===== config.mk =====
export PLATFORM = sky130hd
export DESIGN_NAME = uart_tx
export DESIGN_NICKNAME = d
export VERILOG_FILES = /design/src/rtl/uart_tx.sv
export SDC_FILE = /design/constraint.sdc
export NUM_CORES = 1
export LEC_CHECK = 0
export CAP_MARGIN = 20
export CORE_ASPECT_RATIO = 0.8
export CORE_MARGIN = 1.5
export CORE_UTILIZATION = 35
export DETAILED_ROUTE_END_ITERATION = 7
export GPL_TIMING_DRIVEN = 1
export RECOVER_POWER = 25
export SYNTH_ARGS = -nofsm -noshare
export SYNTH_HDL_FRONTEND = slang
export SYNTH_SLANG_ARGS = --single-unit

===== constraint.sdc =====
create_clock -name clk -period 3.15 [get_ports clk]
set_clock_uncertainty 0.1 [all_clocks]
set_input_delay 0.945 -clock clk [delete_from_list [all_inputs] [get_ports clk]]
set_output_delay 0.945 -clock clk [all_outputs]
set_load 0.005 [all_outputs]

===== src/rtl/uart_tx.sv =====
`default_nettype none
// ============================================================================
// Module   : uart_tx
// Brief    : UART transmitter. Serialises one word per valid/ready handshake as
//            start bit, LSB-first data, optional parity bit and stop bit.
//            Build macro UART_TX_ODD_PARITY_EN selects odd parity (default even).
// Revision : 1.0 - initial release
// ============================================================================
module uart_tx #(
    parameter int INPUT_DATA_WIDTH = 8,
    parameter int PARITY_ENABLED   = 1,
    parameter int CLOCKS_PER_BIT   = 5000
) (
    input  logic                        clk,
    input  logic                        reset,
    input  logic [INPUT_DATA_WIDTH-1:0] tx_data,
    input  logic                        tx_valid,
    output logic                        tx_ready,
    output logic                        serial_out,
    output logic                        tx_busy
);

    localparam int c_CNT_W = (CLOCKS_PER_BIT > 1) ? $clog2(CLOCKS_PER_BIT) : 1;
    localparam int c_IDX_W = (INPUT_DATA_WIDTH > 1) ? $clog2(INPUT_DATA_WIDTH) : 1;

    localparam logic [c_CNT_W-1:0] c_CNT_LAST = c_CNT_W'(CLOCKS_PER_BIT - 1);
    localparam logic [c_IDX_W-1:0] c_IDX_LAST = c_IDX_W'(INPUT_DATA_WIDTH - 1);

`ifdef UART_TX_ODD_PARITY_EN
    localparam logic c_PAR_INV = 1'b1;
`else
    localparam logic c_PAR_INV = 1'b0;
`endif

    localparam logic [2:0] c_S_IDLE   = 3'd0;
    localparam logic [2:0] c_S_START  = 3'd1;
    localparam logic [2:0] c_S_DATA   = 3'd2;
    localparam logic [2:0] c_S_PARITY = 3'd3;
    localparam logic [2:0] c_S_STOP   = 3'd4;

    logic [2:0]                  r_state;
    logic [c_CNT_W-1:0]          r_cnt;
    logic [c_IDX_W-1:0]          r_idx;
    logic [INPUT_DATA_WIDTH-1:0] r_shift;
    logic                        r_parity;
    logic                        r_serial;

    logic [2:0]                  w_state_nxt;
    logic [c_CNT_W-1:0]          w_cnt_nxt;
    logic [c_IDX_W-1:0]          w_idx_nxt;
    logic [INPUT_DATA_WIDTH-1:0] w_shift_nxt;
    logic                        w_parity_nxt;
    logic                        w_serial_nxt;
    logic                        w_tick;
    logic                        w_accept;

    assign w_tick     = (r_cnt == c_CNT_LAST);
    assign tx_ready   = (r_state == c_S_IDLE) || ((r_state == c_S_STOP) && w_tick);
    assign w_accept   = tx_valid && tx_ready;
    assign tx_busy    = (r_state != c_S_IDLE);
    assign serial_out = r_serial;

    // Every non-idle state leaves on its final baud tick, so the counter
    // only ever resets from c_CNT_LAST and never wraps on its own.
    always_comb begin
        w_state_nxt  = r_state;
        w_cnt_nxt    = r_cnt + 1'b1;
        w_idx_nxt    = r_idx;
        w_shift_nxt  = r_shift;
        w_parity_nxt = r_parity;
        case (r_state)
            c_S_IDLE: begin
                w_cnt_nxt = '0;
                if (w_accept) begin
                    w_state_nxt  = c_S_START;
                    w_shift_nxt  = tx_data;
                    w_parity_nxt = (^tx_data) ^ c_PAR_INV;
                end
            end
            c_S_START: begin
                if (w_tick) begin
                    w_state_nxt = c_S_DATA;
                    w_cnt_nxt   = '0;
                    w_idx_nxt   = '0;
                end
            end
            c_S_DATA: begin
                if (w_tick) begin
                    w_cnt_nxt   = '0;
                    w_shift_nxt = r_shift >> 1;
                    w_idx_nxt   = r_idx + 1'b1;
                    if (r_idx == c_IDX_LAST) begin
                        w_state_nxt = (PARITY_ENABLED != 0) ? c_S_PARITY : c_S_STOP;
                        w_idx_nxt   = '0;
                    end
                end
            end
            c_S_PARITY: begin
                if (w_tick) begin
                    w_state_nxt = c_S_STOP;
                    w_cnt_nxt   = '0;
                end
            end
            c_S_STOP: begin
                if (w_tick) begin
                    w_cnt_nxt = '0;
                    if (tx_valid) begin
                        w_state_nxt  = c_S_START;
                        w_shift_nxt  = tx_data;
                        w_parity_nxt = (^tx_data) ^ c_PAR_INV;
                    end else begin
                        w_state_nxt = c_S_IDLE;
                    end
                end
            end
            default: begin
                w_state_nxt = c_S_IDLE;
                w_cnt_nxt   = '0;
            end
        endcase
    end

    // Line level is registered from next-state values so it changes on the
    // same edge as the state, with no input-to-pin combinational path.
    always_comb begin
        w_serial_nxt = 1'b1;
        case (w_state_nxt)
            c_S_START:  w_serial_nxt = 1'b0;
            c_S_DATA:   w_serial_nxt = w_shift_nxt[0];
            c_S_PARITY: w_serial_nxt = w_parity_nxt;
            default:    w_serial_nxt = 1'b1;
        endcase
    end

    always_ff @(posedge clk or negedge reset) begin
        if (!reset) begin
            r_state  <= c_S_IDLE;
            r_cnt    <= '0;
            r_idx    <= '0;
            r_shift  <= '0;
            r_parity <= 1'b0;
            r_serial <= 1'b1;
        end else begin
            r_state  <= w_state_nxt;
            r_cnt    <= w_cnt_nxt;
            r_idx    <= w_idx_nxt;
            r_shift  <= w_shift_nxt;
            r_parity <= w_parity_nxt;
            r_serial <= w_serial_nxt;
        end
    end

endmodule
`default_nettype wire


### Word level (Yosys, flattened, before mapping)

Index checks and enable logic that the tools add are counted.

* add/sub/neg operators: 2
* multiply operators: 0
* div/mod/pow operators: 0
* magnitude comparators: 0
* equal/unequal tests: 14
* shift-type cells: 0
* muxes and demuxes: 24
* bitwise gates (word level): 0
* reduce and logical (&&, ||, !) cells: 11

Operators with widths (count)
* $mux 8: 4
* $mux 3: 9
* $mux 13: 2
* $pmux 8 s3: 1
* $pmux 3 s5: 1
* $add 13x1->13 const B: 1
* $eq 13x13->1 const B: 1
* $eq 3x2->1 const B: 4
* $ne 2x2->1 const B: 5
* $reduce_xor 8->1: 1
* $eq 3x1->1 const B: 2
* $eq 3x3->1 const B: 2
* $pmux 3 s2: 1
* $reduce_bool 3->1: 2
* $reduce_and 5->1: 1
* $mux 1: 4
* $reduce_or 4->1: 1
* $add 3x1->3 const B: 1
* $logic_not 3->1: 1
* $pmux 1 s3: 1
* $reduce_and 3->1: 1
* $logic_and 1x1->1: 2
* $pmux 1 s2: 1
* $reduce_bool 2->1: 1
* $logic_or 1x1->1: 1

* register bits after elaboration: 29
* latch bits: 0
* RAM bits: 0
* bits in read-only memories: 0
* input bits: 11
* output and inout bits: 3
* logic and storage cells: 58
* memories: 0

### Depth between registers and ports, before layout

* depth in word-level cells: 8
* depth in mapped cells: 7
* depth with buffers taken out: 6

### Worst setup path after synthesis

OpenSTA, ideal clock, no wires.

* kind: register to output
* from: reg r_cnt[0]
* to: out tx_ready
* arrival time: 1.275 ns
* required time: 2.105 ns
* path slack: 0.830 ns
* stages on the path, launching flop included: 7
* buffers on the path: 1
* path through: dfrtp_1 ha_1 and4_1 nand3_2 buf_6 nand2_1 and2_1

* word-level cells in the longest chain between the ends: 3

RTL lines
* start, declared: line 42 `logic [c_CNT_W-1:0] r_cnt;`
* start signal, assigned: line 145 `r_cnt <= w_cnt_nxt;`
* $eq 13x13->1: line 57 `assign w_tick = (r_cnt == c_CNT_LAST);`
* $logic_and 1x1->1: line 58 `assign tx_ready = (r_state == c_S_IDLE) || ((r_state == c_S_STOP) && w_tick);`
* $logic_or 1x1->1: line 58
* end, declared: line 18 `output logic tx_ready,`

No other way between the ends.

### Worst setup path in the final report

Same ends and word-level chain as after synthesis.

==> flow_metrics.tcl <==
set metrics [dict create \
    slew_headroom_pct -4.45 \
    synth-xor-area-share_pct 9.78 \
    fmax_ghz 0.333 \
    ys_seq_area_share_pct 45.1 \
    yosysMostFrequentCell "dfrtp_1" \
    first_pass_iters 5 \
    synth_area_leader_cell "dfrtp_1" \
    synth_common_cells "28 x dfrtp_1, 25 x nand2_1, 14 x nor2_1" \
    synthFlopType "dfrtp_1" \
    path_clk_slew_ns 0.05 \
    nets 193 \
    min_period_ns 3.00 \
    fp.coreArea_um2 4310 \
    drt_iter0_drc 98 \
    max-vdd-ir-drop_uv 179 \
    netlist_top_cells_area "dfrtp_1 43%, xnor2_1 6.0%, nand2_1 5.8%, xor2_1 3.8%, nor2_1 3.3%" \
    synthArstFlopShare_pct 100 \
    layout_setup_ws_ns 0.146 \
    worstSkewPairLatency_ns 0.28 \
    drive_gt1_share_pct 11.7 \
    syn_area_per_cell_um2 10.1 \
    yosysTopAreaCellShare_pct 43.4 \
    antenna_left 0 \
    cts_tree "done" \
    hp-class "reg2reg" \
    pre_cts_ws_ns 0.431 \
    grt_pass1_vias 1226 \
    num_vias 1212 \
    ys_seq_elements 29 \
    synth_top_family_by_area "simple AND/OR/NAND/NOR gates" \
    syn_nets 174 \
    setup_tns_ns 0 \
    insertedDiodeCount 0 \
    end_kind "output pin" \
    dieArea_um2 5030 \
    synth_cells 160 \
    worstPathArrival_ns 1.96 \
    p_leak_nw 0.823 \
    slew_violations 30 \
    path_class "reg2out" \
    area_growth_pct 17.6 \
    hold_buffers 0 \
    htreeDepth 2 \
    cts_resized 0 \
    cts_setup_buffers 0 \
    outcome "finished with violations" \
    grtUsageTotal_pct 14.2 \
    rsz0062_at_grt "false" \
    synthesis.area_um2 1610 \
    grt_pass1_wl_um 5580 \
    gp_congestion 0.796 \
    startpoint_type "flip-flop" \
    yosys_warnings 0 \
    min_period_over_period_pct 95.4 \
    antenna_found_initial 0 \
    drc 0 \
    fp.dieH_um 63.7 \
    initial_utilization_pct 37.4 \
    hpwl_um 2230 \
    yosys.area_share.simple_pct 24.2 \
    grt_max_degree 30 \
    power.density_nw_per_um2 507 \
    overflow 0 \
    io_pins 14 \
    avgRoutedWirePerCell_um 13.2 \
    synthMuxAreaShare_pct 1.24 \
    setup_viol 0 \
    numCtsBuffers 5 \
    synth_edf_count 0 \
    rows 21 \
    crit_required_ns 2.10 \
    violations "max-capacitance violations, max-slew violations" \
    synth_compound_area_share_pct 14.4 \
    clock_path_buffers 2 \
    clockRootBuffer "clkbuf_8" \
    port_buffers 13 \
    worst_slew_pin_slew_ns 1.57 \
    drv_cap 1 \
    ys_types 41 \
    cts.sink_count 29 \
    finalHoldViolations 0 \
    path_max_fanout 5 \
    dieWidth_um 78.9 \
    routed_wl_um 3130 \
    synth_fa_ha_area_share_pct 2.33 \
    avgViaCountPerCell 5.11 \
]
cell usage in the layout, fill, tap and decap left out, types with 2 or more instances in the layout:
| cell | synthesis | final |
|---|---|---|
| mux2i_1 | 2 | 2 |
| nand3_1 | 5 | 5 |
| clkdlybuf4s50_1 | 0 | 12 |
| and4_1 | 2 | 2 |
| xnor2_1 | 11 | 11 |
| inv_1 | 4 | 4 |
| nor2b_1 | 4 | 4 |
| a22o_1 | 6 | 6 |
| buf_4 | 1 | 3 |
| o21ai_0 | 5 | 5 |
| xor2_1 | 7 | 7 |
| a22oi_1 | 6 | 6 |
| dfrtp_1 | 28 | 28 |
| nor2_1 | 14 | 14 |
| a21oi_1 | 4 | 4 |
| ha_1 | 3 | 3 |
| nand4_1 | 3 | 3 |
| or3_1 | 3 | 3 |
| nand2_1 | 25 | 25 |
| and2_1 | 2 | 2 |
| clkbuf_8 | 0 | 6 |
| a32oi_1 | 2 | 2 |
| clkbuf_1 | 0 | 3 |
cell families after synthesis:
group | after synthesis
DFF | 29
adders and majority gates | 3
buffers and inverters | 9
and+or+nand+nor | 69
xor gates and xnor gates | 18
muxes | 2
AOI/OAI and AO/OA | 30
stage by stage:
step / power [W] / instance area, µm² / util [%] / hold slack, ns / instances
after floorplan: 0.000595 / 1610 / - / 0.324 / 160
after global placement: 0.000657 / 1810 / 42.0 / 0.334 / 229
after detailed placement: 0.000662 / 1810 / 42.0 / 0.347 / 229
after CTS: 0.000976 / 1900 / 44.1 / 0.355 / 237
after global routing: 0.00102 / 1900 / 44.0 / 0.386 / 237
final: 0.000961 / 1900 / 44.0 / 0.352 / 237
power by group:
group	switching [W]	leakage, nW	total (W)	internal, W
Sequential	0.0000476	0.372	0.000481	0.000433
Combinational	0.0000925	0.406	0.000175	0.0000826
Clock	0.000128	0.0455	0.000305	0.000178
area by class of cell:
class,count,area (µm²)
timing repair buffer,17,156
tap,57,71.3
fill,418,2410
inverter,4,15.0
multi-input combinational,122,837
clock buffer,8,90.1
sequential,29,727
worst max-delay path: stages (launching register included):
cell and delay [ns]:
dfrtp_1 0.36, ha_1 0.25, and4_1 0.25, nand3_2 0.09
nand2_1 0.11, and2_1 0.13, clkdlybuf4s50_1 0.49
registers in the layout, indices dropped and copies added (netlist names):
name / count
r_state: 3
r_idx: 3
r_parity: 1
r_cnt: 13
serial_out: 1
r_shift: 8
final timing paths:
kind                            startpoint         end  slack [ns]  depth (start not counted)
worst max-delay path              r_cnt[0]    tx_ready        0.15                          6
worst min-delay path              r_cnt[0]    r_cnt[0]        0.35                          1
worst max register to register    r_cnt[0]    r_idx[1]        1.14                          6
worst min register to register    r_cnt[0]    r_cnt[0]        0.35                          1
max in group asynchronous            reset  r_state[0]        0.54                          2
min in group asynchronous            reset   r_cnt[10]        1.49                          2
per-layer routing:
layer / part of all wire [%] / global-route usage [%] / routed length (µm)
met3: 3.4 / 4.06 / 108
met5: 0 / 0 / 0
met2: 45 / 20.6 / 1420
met4: 1.2 / 5.92 / 38
met1: 50 / 19.7 / 1570
Power figures use the tool's default switching activity.
